**src/rtl/seg7_pkg.sv**
```systemverilog
`default_nettype none
// ============================================================================
//  Module      : seg7_pkg
//  Description : Shared constants and types for the mode-number seven-segment
//                display. Active-low segments, bit0 = a ... bit6 = g.
//  Revision    : 1.0  initial release
// ============================================================================
package seg7_pkg;

  // Digit patterns (active-low: a 0 lights the segment)
  localparam logic [6:0] D0 = 7'b1000000;
  localparam logic [6:0] D1 = 7'b1111001;
  localparam logic [6:0] D2 = 7'b0100100;
  localparam logic [6:0] D3 = 7'b0110000;
  localparam logic [6:0] D4 = 7'b0011001;
  localparam logic [6:0] D5 = 7'b0010010;
  localparam logic [6:0] D6 = 7'b0000010;
  localparam logic [6:0] D7 = 7'b1111000;
  localparam logic [6:0] D8 = 7'b0000000;
  localparam logic [6:0] D9 = 7'b0010000;

  // All segments dark, and the middle bar only
  localparam logic [6:0] SEG_BLANK = 7'b1111111;
  localparam logic [6:0] SEG_DASH  = 7'b0111111;

  // Largest one-hot width that still keeps the mode number within two digits
  localparam int MAX_MODES = 98;

  // Controller states
  typedef enum logic [1:0] {
    ST_IDLE    = 2'd0,
    ST_CONVERT = 2'd1,
    ST_BLINK   = 2'd2
  } state_t;

endpackage : seg7_pkg
`default_nettype wire

```
**src/rtl/seg7_digit_enc.sv**
```systemverilog
`default_nettype none
// ============================================================================
//  Module      : seg7_digit_enc
//  Description : Combinational BCD to active-low seven-segment encoder.
//                Non-decimal codes 10..15 produce a dark digit.
//  Revision    : 1.0  initial release
// ============================================================================
module seg7_digit_enc
  import seg7_pkg::*;
(
  input  logic [3:0] bcd_i,
  output logic [6:0] seg_o
);

  // Look up the segment pattern for one BCD digit
  always_comb begin
    seg_o = SEG_BLANK;
    case (bcd_i)
      4'd0:    seg_o = D0;
      4'd1:    seg_o = D1;
      4'd2:    seg_o = D2;
      4'd3:    seg_o = D3;
      4'd4:    seg_o = D4;
      4'd5:    seg_o = D5;
      4'd6:    seg_o = D6;
      4'd7:    seg_o = D7;
      4'd8:    seg_o = D8;
      4'd9:    seg_o = D9;
      default: seg_o = SEG_BLANK;
    endcase
  end

endmodule : seg7_digit_enc
`default_nettype wire

```
**src/rtl/seg7_mode_display.sv**
```systemverilog
`default_nettype none
// ============================================================================
//  Module      : seg7_mode_display
//  Description : Shows the number of the selected one-hot mode on two
//                seven-segment digits. The binary mode number is converted
//                to tens/ones by repeated subtraction of ten. Invalid
//                (multi-hot) selections show two dashes and raise o_err.
//                Optional feature macro: SEG7_BLINK_EN -- blink both digits
//                for a few half-periods after every display update.
//  Revision    : 1.0  initial release
// ============================================================================
module seg7_mode_display
  import seg7_pkg::*;
#(
  parameter int NUM_MODES     = 3,
  parameter int BLINK_HALF    = 12_500_000,
  parameter int BLINK_TOGGLES = 6
) (
  input  logic                 i_clk,
  input  logic                 i_rst_n,
  input  logic [NUM_MODES-1:0] i_mode,
  output logic [6:0]           o_seven_ten,
  output logic [6:0]           o_seven_one,
  output logic [6:0]           o_mode_num,
  output logic                 o_busy,
  output logic                 o_err
);

  // --------------------------------------------------------------------------
  // Elaboration-time parameter sanity checks
  // --------------------------------------------------------------------------
  if (NUM_MODES < 1 || NUM_MODES > MAX_MODES) begin : g_chk_num_modes
    $error("seg7_mode_display: NUM_MODES must be in 1..98");
  end
  if (BLINK_HALF < 1) begin : g_chk_blink_half
    $error("seg7_mode_display: BLINK_HALF must be at least 1");
  end
  if (BLINK_TOGGLES < 2 || (BLINK_TOGGLES % 2) != 0) begin : g_chk_blink_toggles
    $error("seg7_mode_display: BLINK_TOGGLES must be even and at least 2");
  end

  // --------------------------------------------------------------------------
  // Declarations
  // --------------------------------------------------------------------------
  logic [NUM_MODES-1:0] sample_q;      // registered copy of i_mode
  logic [NUM_MODES-1:0] code_q;        // committed selection
  logic                 code_valid_q;  // committed selection decodes cleanly
  logic [6:0]           code_num_q;    // mode number of committed selection

  logic [6:0]           rem_q;         // running remainder of the conversion
  logic [3:0]           tens_q;        // running quotient of the conversion

  logic [3:0]           disp_ten_q;    // digits currently shown
  logic [3:0]           disp_one_q;
  logic                 dash_q;        // show dashes instead of digits
  logic [6:0]           mode_num_q;
  logic                 err_q;

  state_t               state_q;
  state_t               state_d;

  logic [6:0]           hot_cnt;       // number of set bits in the sample
  logic [6:0]           hot_num;       // k+2 for the highest set bit k
  logic                 sample_valid;
  logic [6:0]           sample_num;
  logic                 change;        // sample differs from committed code
  logic                 conv_last;     // remainder already a single digit
  logic                 blank;         // blink phase with digits dark

  logic [6:0]           enc_ten;
  logic [6:0]           enc_one;

  // --------------------------------------------------------------------------
  // Input sampling and decode
  // --------------------------------------------------------------------------

  // Register the mode select once; every decision uses this copy
  always_ff @(posedge i_clk or negedge i_rst_n) begin
    if (!i_rst_n) begin
      sample_q <= '0;
    end else begin
      sample_q <= i_mode;
    end
  end

  // Count set bits and find the position of the set bit for the mode number
  always_comb begin
    hot_cnt = 7'd0;
    hot_num = 7'd1;
    for (int k = 0; k < NUM_MODES; k++) begin
      if (sample_q[k]) begin
        hot_cnt = hot_cnt + 7'd1;
        hot_num = 7'(k + 2);
      end
    end
  end

  // All-zero maps to mode 1, a single bit k to k+2, anything else is invalid
  assign sample_valid = (hot_cnt <= 7'd1);
  assign sample_num   = (hot_cnt == 7'd0) ? 7'd1 : hot_num;
  assign change       = (sample_q != code_q);
  assign conv_last    = (rem_q < 7'd10);

  // --------------------------------------------------------------------------
  // Optional blink sequencing
  // --------------------------------------------------------------------------
`ifdef SEG7_BLINK_EN
  localparam int CNT_W  = (BLINK_HALF > 1) ? $clog2(BLINK_HALF) : 1;
  localparam int HALF_W = $clog2(BLINK_TOGGLES);

  logic [CNT_W-1:0]  blink_cnt_q;
  logic [HALF_W-1:0] half_q;
  logic              half_end;
  logic              blink_done;

  assign half_end   = (blink_cnt_q == CNT_W'(BLINK_HALF - 1));
  assign blink_done = half_end && (half_q == HALF_W'(BLINK_TOGGLES - 1));

  // Count cycles within a half-period and half-periods within the blink run;
  // both rest at zero outside BLINK so every run starts with a dark phase
  always_ff @(posedge i_clk or negedge i_rst_n) begin
    if (!i_rst_n) begin
      blink_cnt_q <= '0;
      half_q      <= '0;
    end else if (state_q != ST_BLINK) begin
      blink_cnt_q <= '0;
      half_q      <= '0;
    end else if (half_end) begin
      blink_cnt_q <= '0;
      half_q      <= half_q + HALF_W'(1);
    end else begin
      blink_cnt_q <= blink_cnt_q + CNT_W'(1);
    end
  end
`endif

  // --------------------------------------------------------------------------
  // Controller FSM
  // --------------------------------------------------------------------------

  // State register
  always_ff @(posedge i_clk or negedge i_rst_n) begin
    if (!i_rst_n) begin
      state_q <= ST_IDLE;
    end else begin
      state_q <= state_d;
    end
  end

  // Next-state logic: a new sample always (re)starts a conversion
  always_comb begin
    state_d = state_q;
    case (state_q)
      ST_IDLE: begin
        if (change) state_d = ST_CONVERT;
      end
      ST_CONVERT: begin
        if (change) begin
          state_d = ST_CONVERT;
        end else if (conv_last) begin
`ifdef SEG7_BLINK_EN
          state_d = ST_BLINK;
`else
          state_d = ST_IDLE;
`endif
        end
      end
`ifdef SEG7_BLINK_EN
      ST_BLINK: begin
        if (change) begin
          state_d = ST_CONVERT;
        end else if (blink_done) begin
          state_d = ST_IDLE;
        end
      end
`endif
      default: state_d = ST_IDLE;
    endcase
  end

  // FSM outputs: busy during conversion, dark digits in even blink phases
  always_comb begin
    o_busy = (state_q == ST_CONVERT);
`ifdef SEG7_BLINK_EN
    blank  = (state_q == ST_BLINK) && !half_q[0];
`else
    blank  = 1'b0;
`endif
  end

  // --------------------------------------------------------------------------
  // Conversion datapath and display registers
  // --------------------------------------------------------------------------

  // Commit a new sample, subtract tens while converting, and load the
  // displayed digits, mode number and error flag together on the last cycle
  always_ff @(posedge i_clk or negedge i_rst_n) begin
    if (!i_rst_n) begin
      code_q       <= '0;
      code_valid_q <= 1'b1;
      code_num_q   <= 7'd1;
      rem_q        <= 7'd0;
      tens_q       <= 4'd0;
      disp_ten_q   <= 4'd0;
      disp_one_q   <= 4'd1;
      dash_q       <= 1'b0;
      mode_num_q   <= 7'd1;
      err_q        <= 1'b0;
    end else if (change) begin
      // Invalid codes start with a zero remainder so they finish in one cycle
      code_q       <= sample_q;
      code_valid_q <= sample_valid;
      code_num_q   <= sample_num;
      rem_q        <= sample_valid ? sample_num : 7'd0;
      tens_q       <= 4'd0;
    end else if (state_q == ST_CONVERT) begin
      if (!conv_last) begin
        rem_q  <= rem_q - 7'd10;
        tens_q <= tens_q + 4'd1;
      end else if (code_valid_q) begin
        disp_ten_q <= tens_q;
        disp_one_q <= rem_q[3:0];
        dash_q     <= 1'b0;
        mode_num_q <= code_num_q;
        err_q      <= 1'b0;
      end else begin
        dash_q     <= 1'b1;
        err_q      <= 1'b1;
      end
    end
  end

  // --------------------------------------------------------------------------
  // Segment encoding and output select
  // --------------------------------------------------------------------------
  seg7_digit_enc u_enc_ten (
    .bcd_i (disp_ten_q),
    .seg_o (enc_ten)
  );

  seg7_digit_enc u_enc_one (
    .bcd_i (disp_one_q),
    .seg_o (enc_one)
  );

  // Blanking overrides dashes, dashes override the encoded digits
  always_comb begin
    o_seven_ten = enc_ten;
    o_seven_one = enc_one;
    if (blank) begin
      o_seven_ten = SEG_BLANK;
      o_seven_one = SEG_BLANK;
    end else if (dash_q) begin
      o_seven_ten = SEG_DASH;
      o_seven_one = SEG_DASH;
    end
  end

  assign o_mode_num = mode_num_q;
  assign o_err      = err_q;

endmodule : seg7_mode_display
`default_nettype wire

```
**config.mk**
```make
export PLATFORM = sky130hd
export DESIGN_NAME = seg7_mode_display
export DESIGN_NICKNAME = d
export VERILOG_FILES = /design/src/rtl/seg7_pkg.sv /design/src/rtl/seg7_digit_enc.sv /design/src/rtl/seg7_mode_display.sv
export SDC_FILE = /design/constraint.sdc
export NUM_CORES = 1
export LEC_CHECK = 0
export BUFFER_PORTS_ARGS = -buffer_cell sky130_fd_sc_hd__buf_4
export CAP_MARGIN = 20
export CORE_MARGIN = 5
export CORE_UTILIZATION = 51
export CTS_CLUSTER_DIAMETER = 60
export DETAILED_ROUTE_END_ITERATION = 8
export GPL_TIMING_DRIVEN = 1
export PLACE_DENSITY = 0.72
export SETUP_SLACK_MARGIN = 0.02
export SLEW_MARGIN = 10
export SYNTH_ARGS = -nofsm -noshare
export SYNTH_HDL_FRONTEND = slang
export SYNTH_SLANG_ARGS = --single-unit
```
**constraint.sdc**
```tcl
create_clock -name i_clk -period 2.5 [get_ports i_clk]
set_clock_uncertainty 0.2 [all_clocks]
set_input_delay 0.5 -clock i_clk [delete_from_list [all_inputs] [get_ports i_clk]]
set_output_delay 0.5 -clock i_clk [all_outputs]
set_load 0.05 [all_outputs]
```
After elaboration in Yosys (flattened, before gate mapping)
Memory sizes are Yosys's and may differ from the RTL's.
Index checks and enable logic that the tools add are counted.
{"block": "word_totals", "register_bits": 43, "rom_bits": 224, "inputBits": 5, "memories": 2}
{"block": "classes", "add_sub_neg": 4, "magnitude_cmp": 2, "n_eq_ne": 5, "muxes": 21, "n_bitwise": 1, "n_reduce_logical": 7}
{"name": "(name not given)", "depth": 16, "word_bits": 7, "rd": 1, "rd_clocked_by_memory_dff": 0, "write_ports": 0, "line_no": "seg7_digit_enc.sv:18", "rtl": "case (bcd_i)"}
{"name": "(name not given)", "depth": 16, "word_bits": 7, "rd": 1, "rd_clocked_by_memory_dff": 0, "write_ports": 0, "line_no": "seg7_digit_enc.sv:18"}
{"cell": "2-to-1 mux 7 bit", "count": 10}
{"cell": "2-to-1 mux 4 bit", "count": 3}
{"cell": "2-to-1 mux 2 bit", "count": 5}
{"cell": "adder 7 x 1 -> 7 bit (second input constant)", "count": 1}
{"cell": "less-or-equal comparator 7 x 1 -> 1 bit (second input constant)", "count": 1}
{"cell": "zero test 7 bit", "count": 1}
{"cell": "< comparator 7 x 4 -> 1 bit (second input constant)", "count": 1}
{"cell": "subtractor 7 x 4 -> 7 bit (second input constant)", "count": 1}
{"cell": "adder 4 x 1 -> 4 bit (second input constant)", "count": 1}
{"cell": "inequality test 2 bit (second input constant)", "count": 2}
{"cell": "case mux 2 bit (2 select lines)", "count": 1}
{"cell": "AND reduction 2 bit", "count": 2}
{"cell": "AND reduction 4 bit", "count": 1}
{"cell": "inequality test 3 x 1 -> 1 bit (second input constant)", "count": 1}
{"cell": "inequality test 3 bit", "count": 1}
{"cell": "AND reduction 3 bit", "count": 1}
{"cell": "adder 1 x 1 -> 2 bit (second input constant)", "count": 1}
{"cell": "equality test 2 x 1 -> 1 bit (second input constant)", "count": 1}
{"cell": "zero test 2 bit", "count": 1}
{"cell": "2-to-1 mux 1 bit", "count": 2}
{"cell": "nonzero test 2 bit", "count": 1}
{"cell": "NOT 1 bit", "count": 1}

Logic depth before layout (Yosys ltp)
Gate-level depths: netlist of the first run.
{"block": "depth", "depth_word": 9, "depth_mapped": 7, "ltp_nobuf": 6}

Hierarchy
From an unflattened synthesis of the first run, not the netlist that was laid out.
{"block": "hier_totals", "hier_cells": 212, "area_unflattened_um2": 2124.5}
{"mod": "seg7_mode_display", "n_inst": 1, "cells_each": 146, "area_per_inst_um2": 1704.1, "seq_area_each_um2": 855.8}
{"mod": "seg7_digit_enc", "n_inst": 2, "cells_each": 33, "area_per_inst_um2": 210.2, "seq_area_each_um2": 0.0}

Worst setup path before layout of the first run
Ideal clock, no wire load.
{"block": "synth_timing", "path_type": "register to output", "start": "reg, netlist name o_err", "end": "out o_seven_one[6]", "arrival_time_ns": 1.946, "t_required_ns": 1.800, "setup_slack_ns": -0.146, "stages_incl_launch_ff": 3, "path_buffers": 1, "cell_sequence": "dfrtp_1 clkbuf_1 nor3_1"}
{"element": "to (decl)", "line_no": "seg7_mode_display.sv:23", "rtl": "output logic [6:0] o_seven_one,"}

Final worst setup path of the first run
{"block": "layout_timing", "start": "reg disp_one_q[1]", "end": "out o_seven_one[5]"}
{"block": "layout_between", "elab_chain_len": 2}
{"element": "from (decl)", "line_no": "seg7_mode_display.sv:54", "rtl": "logic [3:0] disp_one_q;"}
{"element": "from (signal assigned)", "line_no": "seg7_mode_display.sv:222", "rtl": "disp_one_q <= rem_q[3:0];"}
{"element": "memory read (16 x 7 bit)"}
{"element": "2-to-1 mux 7 bit", "line_no": "seg7_mode_display.sv:253", "rtl": "end else if (dash_q) begin"}
Every way passes these cells.

==> results of run 1 <==
## sequential cells by signal (all words and copies together) (netlist names)
register,cells
rem_q,7
disp_one_q,4
disp_ten_q,4
tens_q,4
code_num_q,3
code_q,3
o_mode_num,3
sample_q,3
code_valid_q,1
o_err,1
state_q,1
## power breakdown
part | leakage, nW | internal (mW) | total [mW] | switching (mW)
logic | 0.613 | 0.350 | 1.01 | 0.665
clock network | 0.0482 | 0.222 | 0.412 | 0.190
registers | 0.431 | 0.627 | 0.705 | 0.0782
total | 1.09 | 1.20 | 2.13 | 0.933
## routing by layer
metal	routed length, um	vias to the layer above	track usage, %
li1	-	731	-
met1	1630	661	18.6
met2	1570	34	22.4
met3	221	2	4.65
met4	35	0	6.64
met5	0	-	0
## what timing repair did
item | 4_1_cts | 5_1_grt
endpoints found under the setup margin | 0 | 2
hold endpoints to repair | 30 | 0
setup buffers | 0 | 3
gates resized for setup | 0 | 2
hold buffers | 1 | 0
## cells by family after synthesis
logic type | after synthesis
and+or+nand+nor | 62
AOI/OAI and AO/OA | 45
DFF | 34
buffers and inverters | 29
adders and majority gates | 16
muxes | 13
xor gates and xnor gates | 6
other | 1
## layout by cell type, fill, tap and decap left out, types with 4 or more instances in the layout
cell type  count
dfrtp_1       30
conb_1         4
nand2_1       13
o21ai_0       11
mux2_4         7
clkbuf_8       6
inv_1         12
a21o_1         5
o21bai_1       4
nor2b_1        5
nand2b_1      11
buf_4         27
a21oi_1       16
nor2_1        14
or3_1          4
ha_1          15
dfstp_2        4
## area by class of cell
type	count	area [um2]	share of cell area, %
inverters	13	48.8	2.07
well taps	50	62.6	2.65
multi-input cells	146	1080	45.7
repair buffers	29	224	9.49
clock inverters	1	5.00	0.212
clock buffers	7	86.3	3.66
flip-flops and latches	34	856	36.2
## critical path: stages (launching register included)
cell and delay, ps:
dfrtp_1 410, buf_4 150, ha_1 190, nor2_1 100, a21oi_1 70, or2_2 290
buf_6 160
## worst paths after layout
path                       cells past startpoint             end  slack, ps
setup / recovery                               6  o_seven_one[5]        150
setup reg to reg                               6   disp_one_q[3]        310
min in group asynchronous                      2       code_q[0]        490
max in group asynchronous                      2   disp_one_q[0]       1270
hold reg to reg                                2   code_num_q[1]        280
hold / removal                                 1     sample_q[1]        120
==> summary.txt, run 1 <==
Status
  • Status: finished, final reports clean

Timing
  • Unrepaired setup endpoints after global routing: no
  • Final WS setup: roughly 150 ps
  • Post-layout min period: roughly 2300 ps
  • Fmax: 0.426 GHz
  • Slew @ Worst Pin: between 500 and 600 ps
  • Finish-stage setup viols: 0
  • Max-slew headroom: approximately 65%
  • Fin Setup TNS: 0 ps
  • Fin. Hold Viols: 0
  • Worst hold margin: 118 ps
  • Max Transition Viols Final: 0
  • Crit share post-route: around 94%

Logic synthesis
  • Most used DFF post-synth: dfrtp_1
  • Post-Synth Adder-Cell Area: about a tenth
  • Post-synthesis xor/xnor area fraction: under 10%
  • Compound-Gate Fraction of Synth Area: approximately an eighth
  • Synth unique cells: 47
  • Proportion of synthesized area in mux cells: ~8%
  • Seq/Total Area, Yosys: 41.2%
  • Top post-synthesis cells by count: dfrtp_1, a21oi_1, ha_1
  • Combinational family with the most area after synthesis: simple AND/OR/NAND/NOR gates
  • Synth top area cells: dfrtp_1, ha_1, dfstp_2
  • Mean Syn Cell Area: roughly 10 um2
  • Fraction of registers with async set/reset: between 90% and 100%
  • Synth Cell Area: about 2100 um2
  • Synthesis-stage register bit count: 34
  • Area leader, netlist: dfrtp_1
  • Simple-gate area share of the yosys netlist: between 15 and 20%
  • Most numerous cell in the Yosys netlist: dfrtp_1
  • Synth top area share: ~36%
  • Cells after synthesis: ~210
  • Synth warn: 0
  • Number of flops mapped to enable cells by yosys: 0

Clock tree
  • Root Buffer: clkbuf_8
  • CTS H-Tree Depth: 2
  • Clk slew on worst S/H paths: around 70 ps
  • Total CTS buffers: 5
  • CTS tree: done
  • Worst skew pair latency: roughly 280 ps
  • Clock Sinks: 34
  • Clk buf depth: 2

Global routing
  • Number of global-route vias before repair: around 1.3k
  • GRT Util Overall: between 10 and 15%
  • Total grt overflow: 0
  • Initial antenna violation count: 0
  • Largest net degree at the start of global routing: 35
  • First-pass GRT wire length: around 6100 um

Critical path
  • Peak fanout along the critical path: 4
  • Worst r2r src: rem_q[1]
  • Crit path from: disp_one_q[1]
  • CP required: 1800 ps
  • Critical path arrival: 1650 ps
  • Crit start category: flip-flop
  • Setup Crit Path Kind: flip-flop to output port
  • Setup crit end kind: output port

Floorplan
  • Cell Rows: 23
  • Core area: just under 4000 um2
  • Initial Util: around 52%
  • DIE AREA: between 5000 and 6000 um2
  • IO Pins: 28
  • Die W: 73.9 um
  • Height of the die: between 70 and 80 um

Placement
  • Post-DP HPWL: around 2500 um
  • Cells after DPL: approximately 270
  • Placer congestion estimate: just under 0.9
  • Placement Cell Area: 2230 um2
  • Port Buf Inserts: 23
  • Dpl ws: between 300 and 400 ps

Drt
  • DR pass1 iterations: 5
  • DRC errors left: 0
  • Vias per inst: a little over 5
  • Initial DRC Count: 27
  • Routed wire length: 3460 um
  • WL/cell: 12.3 um
  • Antenna Nets Post-Route: 0
  • Vias: approximately 1.4k

Power
  • Pwr per Cell Area: around 900 nW/um2
  • VDD IR-drop max: approximately 490 uV
  • Leakage: 1.09 nW
  • Tot Pwr: between 2 and 2.5 mW

Finish
  • Share of cells above drive strength 1: 24.3%
  • Layout Utilization: between 50% and 60%
  • Filler cells: 350
  • Non-Filler Instances: between 200 and 300
  • Final instance area: 2360 um2
  • Total Nets Final: between 200 and 300
  • # diodes: 0
  • Layout overhead on the synthesized area: 13.5%

Hold path
  • Type of the worst min-delay path: input pin to flip-flop
  • Hold Startpoint: i_mode[1]

Flow run
  • Maxcap violations: 0
Power figures use the tool's default switching activity.
==> inputs of run 2 (changes only) <==
- CELL_PAD_IN_SITES_DETAIL_PLACEMENT: unset -> 1
- CELL_PAD_IN_SITES_GLOBAL_PLACEMENT: unset -> 2
- CORE_MARGIN: 5 -> unset
- CORE_UTILIZATION: 51 -> 36
- PLACE_DENSITY: 0.72 -> unset
- PLACE_DENSITY_LB_ADDON: unset -> 0.1
==> run 2 against run 1 <==
  * Sequential share of layout area down 0.30 points
  * Via count increased by 4.6%
  * Largest cell class unchanged
  * Critical path depth is 1 lower
==> summary.txt, run 2 (same netlist as run 1, synthesis figures left out) <==
Status
  • Status: finished, final reports clean

Finish
  • Filler cells: around 640
  • Most frequent cells in the layout: dfrtp_1, buf_4, a21oi_1
  • Register Area: 856 um2
  • Layout Utilization: between 40% and 50%
  • Max FFs per register: 7
  • Largest register by flop count: rem_q
  • Non-Filler Instances: between 300 and 400
  • Final instance area: ~2400 um2
  • Total Nets Final: about 250
  • Footprint of the multi-input gates: approximately 1100 um2
  • Most common cell after layout, fill and taps aside: dfrtp_1
  • # diodes: 0
  • Layout overhead on the synthesized area: 14.5%
  • Share of cells above drive strength 1: between 20% and 30%

Timing
  • Final WS setup: 120 ps
  • Unrepaired setup endpoints after global routing: no
  • Fmax: around 0.42 GHz
  • Worst hold margin: 120 ps
  • Post-layout min period: between 2000 and 2500 ps
  • Max-slew headroom: about 60%
  • Max Transition Viols Final: 0
  • Fin. Hold Viols: 0
  • Crit share post-route: a little over nine tenths
  • Finish-stage setup viols: 0
  • Fin Setup TNS: 0 ps
  • Slew @ Worst Pin: ~570 ps

Power
  • Leakage: between 1 and 1.5 nW
  • Pwr per Cell Area: 900 nW/um2
  • Tot Pwr: roughly 2.1 mW
  • VDD IR-drop max: around 360 uV

Floorplan
  • DIE AREA: just over 6000 um2
  • Core area: between 5000 and 6000 um2
  • Initial Util: a little under two fifths
  • Die W: a little under 80 um
  • IO Pins: 28
  • Cell Rows: 27
  • Height of the die: between 70 and 80 um

Global routing
  • Number of global-route vias before repair: roughly 1.6k
  • GRT Util Overall: around 16%
  • First-pass GRT wire length: 7540 um
  • Total grt overflow: 0
  • Largest net degree at the start of global routing: 35
  • Initial antenna violation count: 0

Hold path
  • Type of the worst min-delay path: input pin to flip-flop
  • Hold path endpoint: sample_q[2]
  • Hold Startpoint: i_mode[2]
  • Hold Crit Depth: 1

Clock tree
  • Clock Sinks: 34
  • Worst skew pair latency: 280 ps
  • CTS tree: done
  • Root Buffer: clkbuf_8
  • CTS H-Tree Depth: 2
  • Clk buf depth: 2
  • Total CTS buffers: 5
  • Clk slew on worst S/H paths: about 60 ps

Drt
  • WL/cell: between 10 and 15 um
  • Routed wire length: between 4000 and 5000 um
  • Vias: ~1.5k
  • Vias per inst: 4.96
  • DR pass1 iterations: 4
  • Antenna Nets Post-Route: 0
  • Initial DRC Count: 33
  • DRC errors left: 0

Placement
  • Placement Cell Area: ~2300 um2
  • Post-DP HPWL: 3250 um
  • Dpl ws: ~270 ps
  • Port Buf Inserts: 23
  • Cells after DPL: 290
  • Placer congestion estimate: 0.755

Flow run
  • Maxcap violations: 0

Critical path
  • R2R cell count: 6
  • Crit-path slowest cell: dfstp_2
  • Crit start category: flip-flop
  • Slowest stage delay, CP: between 500 and 600 ps
  • Critical path arrival: 1680 ps
  • FF-to-FF setup slack: around 250 ps
  • Crit-path cells: inv_1 -> ha_1 -> a21oi_1 -> o21bai_1 -> buf_4
  • Setup crit end kind: output port
  • Top Family by Delay on Critical Path: flip-flops
  • WP buf/inv: 2
  • Setup Crit Path Kind: flip-flop to output port
  • CP required: 1800 ps
  • R2r endpoint: disp_ten_q[3]
  • Peak fanout along the critical path: 5
  • Worst r2r src: rem_q[1]
==> run 2: cell count changes in the layout (fill, tap and decap cells not counted), sizes merged <==
cell	previous run	this run
buf	28	27
==> run 2: layout make-up <==
type                            count  area share [%]
Clock buffer                        7            3.63
Clock inverter                      1           0.210
Inverter                           13            2.05
Multi-Input combinational cell    146            45.3
Sequential cell                    34            35.9
Tap cell                           72            3.78
Timing Repair Buffer               28            9.09
==> run 2: worst register-to-register path, stage by stage (launching register included) <==
cell and delay [ps]:
dfrtp_1 380, inv_1 110, ha_1 200, and2b_4 220, nor3_1 250, and4_4 420, mux2_2 360
==> run 2: worst max-delay path by stage <==
| stage | from | endpoint | cells after the start |
|---|---|---|---|
| global route | disp_ten_q[2] | o_seven_ten[5] | 4 |
| global placement | rem_q[1] | disp_one_q[3] | 6 |
| floorplan | o_err | o_seven_one[6] | 2 |
| finish | disp_one_q[0] | o_seven_one[1] | 5 |
| detailed placement | rem_q[1] | disp_ten_q[3] | 6 |
| CTS | disp_one_q[1] | o_seven_one[5] | 7 |
==> run 2: report_power, final <==
group / total, mW / switching [mW] / internal, mW / leakage [nW]
combinational: 1.02 / 0.680 / 0.342 / 0.608
sequential: 0.711 / 0.0841 / 0.627 / 0.431
clock: 0.410 / 0.188 / 0.222 / 0.0482
==> run 2: routing by layer <==
metal | vias to the layer above | wire length (um) | track usage [%]
met5 | - | 0 | 0
met4 | 0 | 67 | 6.67
met3 | 5 | 151 | 3.65
met2 | 31 | 2160 | 27.6
met1 | 729 | 1890 | 19.0
li1 | 728 | - | -
==> run 2: what timing repair did <==
item,in CTS,in global routing
setup buffers,0,2
hold buffers,1,0
hold endpoints to repair,30,0
setup endpoints to repair,0,1
gates resized for setup,0,2
